==> src/rtl/ahbl_splitter_if.sv <==
// Bus bundle for the 1:N AHB-Lite splitter: upstream (ahbls_*) and per-port downstream (ahblm_*) signals.
// The splitter connects to the slave modport; the environment connects to the master modport.
interface ahbl_splitter_if #(
  parameter int unsigned N_PORTS = 2,
  parameter int unsigned W_ADDR  = 32,
  parameter int unsigned W_DATA  = 32
);
  logic                        ahbls_hready;
  logic                        ahbls_hready_resp;
  logic                        ahbls_hresp;
  logic [W_ADDR-1:0]           ahbls_haddr;
  logic                        ahbls_hwrite;
  logic [1:0]                  ahbls_htrans;
  logic [2:0]                  ahbls_hsize;
  logic [2:0]                  ahbls_hburst;
  logic [3:0]                  ahbls_hprot;
  logic                        ahbls_hmastlock;
  logic [W_DATA-1:0]           ahbls_hwdata;
  logic [W_DATA-1:0]           ahbls_hrdata;

  logic [N_PORTS-1:0]          ahblm_hready;
  logic [N_PORTS-1:0]          ahblm_hready_resp;
  logic [N_PORTS-1:0]          ahblm_hresp;
  logic [N_PORTS*W_ADDR-1:0]   ahblm_haddr;
  logic [N_PORTS-1:0]          ahblm_hwrite;
  logic [N_PORTS*2-1:0]        ahblm_htrans;
  logic [N_PORTS*3-1:0]        ahblm_hsize;
  logic [N_PORTS*3-1:0]        ahblm_hburst;
  logic [N_PORTS*4-1:0]        ahblm_hprot;
  logic [N_PORTS-1:0]          ahblm_hmastlock;
  logic [N_PORTS*W_DATA-1:0]   ahblm_hwdata;
  logic [N_PORTS*W_DATA-1:0]   ahblm_hrdata;

  modport slave (
    input  ahbls_hready, ahbls_haddr, ahbls_hwrite, ahbls_htrans, ahbls_hsize,
           ahbls_hburst, ahbls_hprot, ahbls_hmastlock, ahbls_hwdata,
    output ahbls_hready_resp, ahbls_hresp, ahbls_hrdata,
    output ahblm_hready, ahblm_haddr, ahblm_hwrite, ahblm_htrans, ahblm_hsize,
           ahblm_hburst, ahblm_hprot, ahblm_hmastlock, ahblm_hwdata,
    input  ahblm_hready_resp, ahblm_hresp, ahblm_hrdata
  );

  modport master (
    output ahbls_hready, ahbls_haddr, ahbls_hwrite, ahbls_htrans, ahbls_hsize,
           ahbls_hburst, ahbls_hprot, ahbls_hmastlock, ahbls_hwdata,
    input  ahbls_hready_resp, ahbls_hresp, ahbls_hrdata,
    input  ahblm_hready, ahblm_haddr, ahblm_hwrite, ahblm_htrans, ahblm_hsize,
           ahblm_hburst, ahblm_hprot, ahblm_hmastlock, ahblm_hwdata,
    output ahblm_hready_resp, ahblm_hresp, ahblm_hrdata
  );
endinterface

==> src/rtl/ahbl_splitter.sv <==
// 1:N AHB-Lite address decoder and response mux with an internal default slave
// that answers unmapped transfers with a two-cycle ERROR response.
module ahbl_splitter #(
  parameter int unsigned               N_PORTS   = 2,
  parameter int unsigned               W_ADDR    = 32,
  parameter int unsigned               W_DATA    = 32,
  parameter logic [N_PORTS*W_ADDR-1:0] ADDR_MAP  = '0,
  parameter logic [N_PORTS*W_ADDR-1:0] ADDR_MASK = '0
) (
  input logic            clk,
  input logic            rst,
  ahbl_splitter_if.slave bus
);

  typedef enum logic [1:0] {ST_IDLE, ST_ERR1, ST_ERR2} state_t;

  state_t             state, state_nxt;
  logic [N_PORTS-1:0] sel_a;
  logic [N_PORTS:0]   sel_d;
  logic               found;
  logic               active;
  logic               unmapped;

  // Lowest-index match wins when address windows overlap.
  always_comb begin
    sel_a = '0;
    found = 1'b0;
    for (int unsigned i = 0; i < N_PORTS; i++) begin
      if (!found &&
          ((bus.ahbls_haddr & ADDR_MASK[i*W_ADDR +: W_ADDR]) == ADDR_MAP[i*W_ADDR +: W_ADDR])) begin
        sel_a[i] = 1'b1;
        found    = 1'b1;
      end
    end
  end

  assign active   = bus.ahbls_htrans[1];
  assign unmapped = active && !found;

  assign bus.ahblm_hready    = {N_PORTS{bus.ahbls_hready}};
  assign bus.ahblm_haddr     = {N_PORTS{bus.ahbls_haddr}};
  assign bus.ahblm_hwrite    = {N_PORTS{bus.ahbls_hwrite}};
  assign bus.ahblm_hsize     = {N_PORTS{bus.ahbls_hsize}};
  assign bus.ahblm_hburst    = {N_PORTS{bus.ahbls_hburst}};
  assign bus.ahblm_hprot     = {N_PORTS{bus.ahbls_hprot}};
  assign bus.ahblm_hmastlock = {N_PORTS{bus.ahbls_hmastlock}};
  assign bus.ahblm_hwdata    = {N_PORTS{bus.ahbls_hwdata}};

  // Reset also masks htrans so no slave sees an active transfer while held in reset.
  always_comb begin
    bus.ahblm_htrans = '0;
    for (int unsigned i = 0; i < N_PORTS; i++) begin
      if (sel_a[i] && !rst) bus.ahblm_htrans[i*2 +: 2] = bus.ahbls_htrans;
    end
  end

  always_ff @(posedge clk or posedge rst) begin
    if (rst) begin
      sel_d <= '0;
    end else if (bus.ahbls_hready) begin
      if (unmapped)    sel_d <= {1'b1, {N_PORTS{1'b0}}};
      else if (active) sel_d <= {1'b0, sel_a};
      else             sel_d <= '0;
    end
  end

  always_ff @(posedge clk or posedge rst) begin
    if (rst) state <= ST_IDLE;
    else     state <= state_nxt;
  end

  always_comb begin
    state_nxt = state;
    case (state)
      ST_IDLE: if (bus.ahbls_hready && unmapped) state_nxt = ST_ERR1;
      ST_ERR1: state_nxt = ST_ERR2;
      ST_ERR2: state_nxt = (bus.ahbls_hready && unmapped) ? ST_ERR1 : ST_IDLE;
      default: state_nxt = ST_IDLE;
    endcase
  end

  always_comb begin
    bus.ahbls_hready_resp = 1'b1;
    bus.ahbls_hresp       = 1'b0;
    bus.ahbls_hrdata      = '0;
    case (state)
      ST_ERR1: begin
        bus.ahbls_hready_resp = 1'b0;
        bus.ahbls_hresp       = 1'b1;
      end
      ST_ERR2: begin
        bus.ahbls_hready_resp = 1'b1;
        bus.ahbls_hresp       = 1'b1;
      end
      default: begin
        if (!sel_d[N_PORTS]) begin
          for (int unsigned i = 0; i < N_PORTS; i++) begin
            if (sel_d[i]) begin
              bus.ahbls_hready_resp = bus.ahblm_hready_resp[i];
              bus.ahbls_hresp       = bus.ahblm_hresp[i];
              bus.ahbls_hrdata      = bus.ahblm_hrdata[i*W_DATA +: W_DATA];
            end
          end
        end
      end
    endcase
  end

endmodule

==> src/flat_wrapper.sv <==
// flat-port wrapper written by rule: the top's interface ports become plain ports
module ahbl_splitter_flat 
#(
  parameter int unsigned               N_PORTS   = 2,
  parameter int unsigned               W_ADDR    = 32,
  parameter int unsigned               W_DATA    = 32,
  parameter logic [N_PORTS*W_ADDR-1:0] ADDR_MAP  = '0,
  parameter logic [N_PORTS*W_ADDR-1:0] ADDR_MASK = '0
)
  (clk, rst, bus_ahbls_hready, bus_ahbls_haddr, bus_ahbls_hwrite, bus_ahbls_htrans, bus_ahbls_hsize, bus_ahbls_hburst, bus_ahbls_hprot, bus_ahbls_hmastlock, bus_ahbls_hwdata, bus_ahbls_hready_resp, bus_ahbls_hresp, bus_ahbls_hrdata, bus_ahblm_hready, bus_ahblm_haddr, bus_ahblm_hwrite, bus_ahblm_htrans, bus_ahblm_hsize, bus_ahblm_hburst, bus_ahblm_hprot, bus_ahblm_hmastlock, bus_ahblm_hwdata, bus_ahblm_hready_resp, bus_ahblm_hresp, bus_ahblm_hrdata);
  ahbl_splitter_if #(.N_PORTS(N_PORTS), .W_ADDR(W_ADDR), .W_DATA(W_DATA)) bus_i ();
  input logic clk;
  input logic rst;
  input wire logic [$bits(bus_i.ahbls_hready)-1:0] bus_ahbls_hready;
  input wire logic [$bits(bus_i.ahbls_haddr)-1:0] bus_ahbls_haddr;
  input wire logic [$bits(bus_i.ahbls_hwrite)-1:0] bus_ahbls_hwrite;
  input wire logic [$bits(bus_i.ahbls_htrans)-1:0] bus_ahbls_htrans;
  input wire logic [$bits(bus_i.ahbls_hsize)-1:0] bus_ahbls_hsize;
  input wire logic [$bits(bus_i.ahbls_hburst)-1:0] bus_ahbls_hburst;
  input wire logic [$bits(bus_i.ahbls_hprot)-1:0] bus_ahbls_hprot;
  input wire logic [$bits(bus_i.ahbls_hmastlock)-1:0] bus_ahbls_hmastlock;
  input wire logic [$bits(bus_i.ahbls_hwdata)-1:0] bus_ahbls_hwdata;
  output wire logic [$bits(bus_i.ahbls_hready_resp)-1:0] bus_ahbls_hready_resp;
  output wire logic [$bits(bus_i.ahbls_hresp)-1:0] bus_ahbls_hresp;
  output wire logic [$bits(bus_i.ahbls_hrdata)-1:0] bus_ahbls_hrdata;
  output wire logic [$bits(bus_i.ahblm_hready)-1:0] bus_ahblm_hready;
  output wire logic [$bits(bus_i.ahblm_haddr)-1:0] bus_ahblm_haddr;
  output wire logic [$bits(bus_i.ahblm_hwrite)-1:0] bus_ahblm_hwrite;
  output wire logic [$bits(bus_i.ahblm_htrans)-1:0] bus_ahblm_htrans;
  output wire logic [$bits(bus_i.ahblm_hsize)-1:0] bus_ahblm_hsize;
  output wire logic [$bits(bus_i.ahblm_hburst)-1:0] bus_ahblm_hburst;
  output wire logic [$bits(bus_i.ahblm_hprot)-1:0] bus_ahblm_hprot;
  output wire logic [$bits(bus_i.ahblm_hmastlock)-1:0] bus_ahblm_hmastlock;
  output wire logic [$bits(bus_i.ahblm_hwdata)-1:0] bus_ahblm_hwdata;
  input wire logic [$bits(bus_i.ahblm_hready_resp)-1:0] bus_ahblm_hready_resp;
  input wire logic [$bits(bus_i.ahblm_hresp)-1:0] bus_ahblm_hresp;
  input wire logic [$bits(bus_i.ahblm_hrdata)-1:0] bus_ahblm_hrdata;
  assign bus_i.ahbls_hready = bus_ahbls_hready;
  assign bus_i.ahbls_haddr = bus_ahbls_haddr;
  assign bus_i.ahbls_hwrite = bus_ahbls_hwrite;
  assign bus_i.ahbls_htrans = bus_ahbls_htrans;
  assign bus_i.ahbls_hsize = bus_ahbls_hsize;
  assign bus_i.ahbls_hburst = bus_ahbls_hburst;
  assign bus_i.ahbls_hprot = bus_ahbls_hprot;
  assign bus_i.ahbls_hmastlock = bus_ahbls_hmastlock;
  assign bus_i.ahbls_hwdata = bus_ahbls_hwdata;
  assign bus_ahbls_hready_resp = bus_i.ahbls_hready_resp;
  assign bus_ahbls_hresp = bus_i.ahbls_hresp;
  assign bus_ahbls_hrdata = bus_i.ahbls_hrdata;
  assign bus_ahblm_hready = bus_i.ahblm_hready;
  assign bus_ahblm_haddr = bus_i.ahblm_haddr;
  assign bus_ahblm_hwrite = bus_i.ahblm_hwrite;
  assign bus_ahblm_htrans = bus_i.ahblm_htrans;
  assign bus_ahblm_hsize = bus_i.ahblm_hsize;
  assign bus_ahblm_hburst = bus_i.ahblm_hburst;
  assign bus_ahblm_hprot = bus_i.ahblm_hprot;
  assign bus_ahblm_hmastlock = bus_i.ahblm_hmastlock;
  assign bus_ahblm_hwdata = bus_i.ahblm_hwdata;
  assign bus_i.ahblm_hready_resp = bus_ahblm_hready_resp;
  assign bus_i.ahblm_hresp = bus_ahblm_hresp;
  assign bus_i.ahblm_hrdata = bus_ahblm_hrdata;
  ahbl_splitter #(.N_PORTS(N_PORTS), .W_ADDR(W_ADDR), .W_DATA(W_DATA), .ADDR_MAP(ADDR_MAP), .ADDR_MASK(ADDR_MASK)) u_core (.clk(clk), .rst(rst), .bus(bus_i));
endmodule
==> config.mk <==
export PLATFORM = sky130hd
export DESIGN_NAME = ahbl_splitter_flat
export DESIGN_NICKNAME = d
export VERILOG_FILES = /design/src/rtl/ahbl_splitter_if.sv /design/src/rtl/ahbl_splitter.sv /design/src/flat_wrapper.sv
export SDC_FILE = /design/constraint.sdc
export NUM_CORES = 1
export LEC_CHECK = 0
export ABC_AREA = 1
export CORE_AREA = 3 3 131 133
export DETAILED_ROUTE_END_ITERATION = 16
export DIE_AREA = 0 0 134 136
export MAX_ROUTING_LAYER = met4
export PLACE_DENSITY_LB_ADDON = 0.15
export RECOVER_POWER = 50
export SLEW_MARGIN = 5
export SYNTH_ARGS = -nofsm -noshare
export SYNTH_HDL_FRONTEND = slang
export SYNTH_SLANG_ARGS = --single-unit
export TNS_END_PERCENT = 30
==> constraint.sdc <==
create_clock -name clk -period 2.56 [get_ports clk]
set_input_delay 0.512 -clock clk [delete_from_list [all_inputs] [get_ports clk]]
set_output_delay 0.512 -clock clk [all_outputs]
set_load 0.005 [all_outputs]
==> results of run 1 <==
-- area by class of cell --
| cell class | count | area [µm²] | area share [%] |
|---|---|---|---|
| Sequential cell | 1 | 25.0 | 1.81 |
| Tap cell | 216 | 270 | 19.5 |
| Timing Repair Buffer | 77 | 768 | 55.6 |
| Inverter | 38 | 143 | 10.3 |
| Multi-Input combinational cell | 41 | 176 | 12.8 |
-- cells in the mapped netlist --
cell	count
sky130_fd_sc_hd__inv_2	9
sky130_fd_sc_hd__buf_12	1
sky130_fd_sc_hd__dfrtp_1	1
sky130_fd_sc_hd__buf_8	2
sky130_fd_sc_hd__conb_1	1
sky130_fd_sc_hd__nand2_2	9
sky130_fd_sc_hd__inv_1	29
sky130_fd_sc_hd__nor2_1	2
sky130_fd_sc_hd__nand2_1	28
sky130_fd_sc_hd__buf_6	1
sky130_fd_sc_hd__buf_4	156
-- power by group --
part	internal [W]	total, W	switching [W]
clock network	0	0	0
logic	0.000129	0.000197	0.0000683
registers	0.0000175	0.0000178	0.000000297
total	0.000146	0.000215	0.0000686
-- worst max-delay path: stages --
cell and delay, ps:
sky130_fd_sc_hd__dlygate4sd3_1 580, sky130_fd_sc_hd__nor2_1 120, sky130_fd_sc_hd__clkdlybuf4s50_1 510
-- per-layer routing --
layer	up-vias	wire length (µm)	track usage, %
met1	275	769	2.45
met5	-	0	-
met2	76	1420	4.46
li1	353	-	-
met3	28	429	1.33
met4	0	126	1.71
-- per-stage QoR --
stage               hold slack (ps)  total power, W
floorplan                       241        0.000284
global route                    898        0.000235
detailed placement              755        0.000220
CTS                             754        0.000221
global placement                743        0.000223
finish                          812        0.000215
-- path summary, 6_finish.rpt --
check | start | to | cells past startpoint
setup / recovery | rst | bus_ahblm_htrans[0] | 3
hold / removal | u_core.sel_d[0]$_DFFE_PP0P_ | u_core.sel_d[0]$_DFFE_PP0P_ | 3
setup reg to reg | u_core.sel_d[0]$_DFFE_PP0P_ | u_core.sel_d[0]$_DFFE_PP0P_ | 3
hold reg to reg | u_core.sel_d[0]$_DFFE_PP0P_ | u_core.sel_d[0]$_DFFE_PP0P_ | 3
max in group asynchronous | rst | u_core.sel_d[0]$_DFFE_PP0P_ | 2
min in group asynchronous | rst | u_core.sel_d[0]$_DFFE_PP0P_ | 2
-- kinds of logic after synthesis --
group	share of synthesized area (%)
buf+inv	87.4
flops	1.59
other cells	0.238
simple gates	10.7
==> metrics.json, run 1 <==
{
  "status": {"value": "completed"},
  "layout_worst_path_cycle_share": {"value": 87.4, "unit": "%"},
  "timing.critical_path.arrival": {"value": 1730, "unit": "ps"},
  "required": {"value": 2050, "unit": "ps"},
  "synth.yosys.warnings": {"value": 0},
  "cellPowerDensity": {"value": 155, "unit": "mW/mm²"},
  "element_type_at_the_critical_path_end": {"value": "output port"},
  "nFillCells": {"value": 1870},
  "power_leakage": {"value": 0.672, "unit": "nW"},
  "largest_register": {"value": "u_core.sel_d"},
  "die_width": {"value": 134, "unit": "µm"},
  "worst_setup_slack_after_layout": {"value": 322, "unit": "ps"},
  "via_count_of_the_first_global_routing_pass": {"value": 761},
  "min_path_type": {"value": "reg -> reg"},
  "synth_area": {"value": 0.00157, "unit": "mm²"},
  "avgViaCountPerCell": {"value": 1.96},
  "synth_seq_cells": {"value": 1},
  "final_cell_area": {"value": 0.00138, "unit": "mm²"},
  "ys_types": {"value": 11},
  "flow.area_growth_from_synthesis": {"value": -12.1, "unit": "%"},
  "clkSlewWorstSetupHoldPaths": {"value": 0, "unit": "ps"},
  "skew": {"value": 0, "unit": "ps"},
  "cell_types_with_the_largest_area_share_after_synthesis": {"value": "sky130_fd_sc_hd__buf_4, sky130_fd_sc_hd__inv_1, sky130_fd_sc_hd__nand2_1"},
  "min_period": {"value": 2240, "unit": "ps"},
  "grtUsageTotal": {"value": 2.68, "unit": "%"},
  "grt_start_max_net_pins": {"value": 36},
  "number_of_cells_produced_by_synthesis": {"value": 239},
  "core-area": {"value": 0.0159, "unit": "mm²"},
  "rsz0062_at_grt": {"value": "no"},
  "flip_flop_count_of_the_largest_register_all_copies_and_words_added": {"value": 1},
  "drtAntennaViolNets": {"value": 0},
  "clk_latency": {"value": 0, "unit": "ps"},
  "detailed_place_hpwl": {"value": 2300, "unit": "µm"},
  "maxCapViolations": {"value": 0},
  "die_area": {"value": 0.0182, "unit": "mm²"},
  "number_of_hold_violations_in_the_final_report": {"value": 0},
  "timing.critical_path.from_type": {"value": "input pin"},
  "fraction_of_the_yosys_area_taken_by_sequential_cells": {"value": 1.59, "unit": "%"},
  "instances_no_fill": {"value": 373},
  "reg_top3": {"value": "u_core.sel_d (1)"},
  "timing.final.max_slew_violations": {"value": 0},
  "layout_common_cells": {"value": "sky130_fd_sc_hd__clkdlybuf4s50_1, sky130_fd_sc_hd__inv_1, sky130_fd_sc_hd__nand2_1"},
  "classification_of_the_worst_setup_path": {"value": "in -> out"},
  "final_nets": {"value": 308},
  "ff2ff_setup_slack": {"value": 1650, "unit": "ps"},
  "utilization": {"value": 8.67, "unit": "%"},
  "final.setup.tns": {"value": 0, "unit": "ps"},
  "vdd_ir_drop_max": {"value": 66.1, "unit": "µV"},
  "drive_gt1_share": {"value": 12.1, "unit": "%"},
  "maxClockFrequency": {"value": 0.447, "unit": "GHz"},
  "setup_violations": {"value": 0},
  "dpl-instance-area": {"value": 0.00138, "unit": "mm²"},
  "grt_first_pass_wirelength": {"value": 4010, "unit": "µm"},
  "first_pass_iters": {"value": 4},
  "cts.repair.resized": {"value": 0},
  "commonest_non_fill_non_tap_cell_in_the_layout": {"value": "sky130_fd_sc_hd__clkdlybuf4s50_1"},
  "yosysTopAreaCellShare": {"value": 74.5, "unit": "%"},
  "post-synth-top-area-cell": {"value": "sky130_fd_sc_hd__buf_4"},
  "dpl.cell_count": {"value": 373},
  "postCtsSetupBuffers": {"value": 0},
  "wirelength": {"value": 2750, "unit": "µm"},
  "placementRows": {"value": 46},
  "worst-path-max-fanout": {"value": 3},
  "dieHeight": {"value": 136, "unit": "µm"},
  "place_worst_setup_slack": {"value": 425, "unit": "ps"},
  "initial_utilization": {"value": 9.87, "unit": "%"},
  "wl_per_cell": {"value": 7.37, "unit": "µm"},
  "antenna_found_initial": {"value": 0},
  "via_count": {"value": 732},
  "cts_hold_repair.buffers": {"value": 0},
  "drt_first_iter_violations": {"value": 11},
  "drc": {"value": 0},
  "ioPinCount": {"value": 341},
  "n_antenna_cell": {"value": 0},
  "place.gp.congestion": {"value": 0.630},
  "grt.overflow.total": {"value": 0},
  "synthesized_area_per_cell": {"value": 6.58, "unit": "µm²"},
  "numPortBuffers": {"value": 76}
}
Note: power is estimated with default switching activity, not from simulation.
==> run 2: changes to the inputs <==
- CORE_AREA: 3 3 131 133 -> 4 4 132 134
- DIE_AREA: 0 0 134 136 -> 0 0 136 138
==> run 2 against run 1 <==
  * Combinational power increased by 4%
  * Sequential share of layout area hardly changed
  * Register-to-register slack better by 120 ps
  * Utilization down 0.11 points
  * Via count grew 9.0%
  * Cell count rose by 1.3%
  * Critical path depth unchanged
  * Power grew 4.2%
  * Final area up 0.90%
  * Critical endpoint unchanged
  * Largest power group unchanged
==> metrics.json, run 2 (synthesis results as in run 1) <==
{
  "layout_common_cells": {"value": "sky130_fd_sc_hd__clkdlybuf4s50_1, sky130_fd_sc_hd__inv_1, sky130_fd_sc_hd__nand2_1"},
  "cellPowerDensity": {"value": 160, "unit": "mW/mm²"},
  "place.gp.congestion": {"value": 0.590},
  "setup_violations": {"value": 0},
  "clkSlewWorstSetupHoldPaths": {"value": 0, "unit": "ps"},
  "die_width": {"value": 136, "unit": "µm"},
  "element_type_at_the_critical_path_end": {"value": "output port"},
  "numPortBuffers": {"value": 76},
  "initial_utilization": {"value": 9.66, "unit": "%"},
  "grt_first_pass_wirelength": {"value": 5040, "unit": "µm"},
  "relative_contribution_of_sequential_cells_to_total_power": {"value": 8.1, "unit": "%"},
  "cts.repair.resized": {"value": 0},
  "min_path_type": {"value": "reg -> reg"},
  "classification_of_the_worst_setup_path": {"value": "in -> out"},
  "drt_first_iter_violations": {"value": 12},
  "power_switching": {"value": 0.0000757, "unit": "W"},
  "cts_hold_repair.buffers": {"value": 0},
  "ioPinCount": {"value": 341},
  "clk_latency": {"value": 0, "unit": "ps"},
  "maxClockFrequency": {"value": 0.445, "unit": "GHz"},
  "vdd_ir_drop_max": {"value": 52.8, "unit": "µV"},
  "final.setup.tns": {"value": 0, "unit": "ps"},
  "final_nets": {"value": 309},
  "detailed_place_hpwl": {"value": 3230, "unit": "µm"},
  "via_count_of_the_first_global_routing_pass": {"value": 880},
  "maxCapViolations": {"value": 0},
  "n_antenna_cell": {"value": 0},
  "worstReg2RegStart": {"value": "u_core.sel_d[0]$_DFFE_PP0P_"},
  "via_count": {"value": 798},
  "timing.critical_path.from": {"value": "rst"},
  "first_pass_iters": {"value": 2},
  "report.power.total": {"value": 0.000224, "unit": "W"},
  "combinationalPowerShare": {"value": 91.9, "unit": "%"},
  "wirelength": {"value": 3620, "unit": "µm"},
  "flow.area_growth_from_synthesis": {"value": -11.3, "unit": "%"},
  "nFillCells": {"value": 1933},
  "timing.critical_path.from_type": {"value": "input pin"},
  "timing.critical_path.slowest_stage_cell": {"value": "sky130_fd_sc_hd__dlygate4sd3_1"},
  "rsz0062_at_grt": {"value": "no"},
  "utilization": {"value": 8.56, "unit": "%"},
  "internal_power": {"value": 0.000148, "unit": "W"},
  "postCtsSetupBuffers": {"value": 0},
  "hold_path_startpoint": {"value": "u_core.sel_d[0]$_DFFE_PP0P_"},
  "number_of_hold_violations_in_the_final_report": {"value": 0},
  "grtUsageTotal": {"value": 3.44, "unit": "%"},
  "drtAntennaViolNets": {"value": 0},
  "core-area": {"value": 0.0163, "unit": "mm²"},
  "placementRows": {"value": 47},
  "drive_gt1_share": {"value": 12.7, "unit": "%"},
  "drc": {"value": 0},
  "flip_flop_count_of_the_largest_register_all_copies_and_words_added": {"value": 1},
  "antenna_found_initial": {"value": 0},
  "largest_register": {"value": "u_core.sel_d"},
  "worst-path-max-fanout": {"value": 3},
  "power_leakage": {"value": 0.677, "unit": "nW"},
  "wl_per_cell": {"value": 9.58, "unit": "µm"},
  "skew": {"value": 0, "unit": "ps"},
  "dieHeight": {"value": 138, "unit": "µm"},
  "min_period": {"value": 2250, "unit": "ps"},
  "required": {"value": 2050, "unit": "ps"},
  "status": {"value": "completed"},
  "grt_start_max_net_pins": {"value": 25},
  "grt.overflow.total": {"value": 0},
  "slowest_delay": {"value": 590, "unit": "ps"},
  "timing.critical_path.arrival": {"value": 1740, "unit": "ps"},
  "layout_worst_path_cycle_share": {"value": 87.8, "unit": "%"},
  "commonest_non_fill_non_tap_cell_in_the_layout": {"value": "sky130_fd_sc_hd__clkdlybuf4s50_1"},
  "avgViaCountPerCell": {"value": 2.11},
  "sw_frac_of_total": {"value": 33.8, "unit": "%"},
  "crit_path_cell_trace": {"value": "dlygate4sd3_1 > nor2_1 > clkdlybuf4s50_1"},
  "die_area": {"value": 0.0188, "unit": "mm²"},
  "clk_network_pwr_share": {"value": 0, "unit": "%"},
  "timing.final.max_slew_violations": {"value": 0},
  "reg_top3": {"value": "u_core.sel_d (1)"}
}
## run 2: final cells by class
class | instances | area, µm² | share of cell area (%)
Timing Repair Buffer | 78 | 776 | 55.6
Tap cell | 220 | 275 | 19.7
Multi-Input combinational cell | 41 | 176 | 12.6
Inverter | 38 | 143 | 10.2
Sequential cell | 1 | 25.0 | 1.79
## run 2: layer usage
layer	global-route usage, %	routed length [µm]
met5	-	0
met4	2.39	252
met3	0.799	502
met2	6.26	1750
met1	3.09	1120
## run 2: path summary, 6_finish.rpt
path	endpoint	slack [ps]	cells after the start
max reg2reg	u_core.sel_d[0]$_DFFE_PP0P_	1770	3
min reg2reg	u_core.sel_d[0]$_DFFE_PP0P_	700	3
max	bus_ahblm_htrans[0]	310	3
min in group asynchronous	u_core.sel_d[0]$_DFFE_PP0P_	880	2
max in group asynchronous	u_core.sel_d[0]$_DFFE_PP0P_	1590	2
min	u_core.sel_d[0]$_DFFE_PP0P_	700	3
## run 2: stage by stage
step / worst slack (ps) / cells / instance area (µm²) / hold WS, ps
global placement: 373 / 378 / 1400 / 713
detailed placement: 384 / 378 / 1400 / 707
finish: 312 / 378 / 1400 / 697
floorplan: 1340 / 240 / 1580 / 241
global route: 266 / 378 / 1400 / 766
CTS: 379 / 378 / 1400 / 708
## run 2: power by group through the flow
stage	Sequential (W)	Clock (W)	Combinational, W
5_1_grt	0.0000185	0	0.000225
6_report	0.0000182	0	0.000205
3_3_place_gp	0.0000182	0	0.000213
4_1_cts	0.0000182	0	0.000213
3_5_place_dp	0.0000182	0	0.000212
2_1_floorplan	0.0000180	0	0.000266
## run 2: critical path, delay by kind of cell
family | cells | cell delay, ps
buf+inv | 2 | 1100
simple gates | 1 | 120
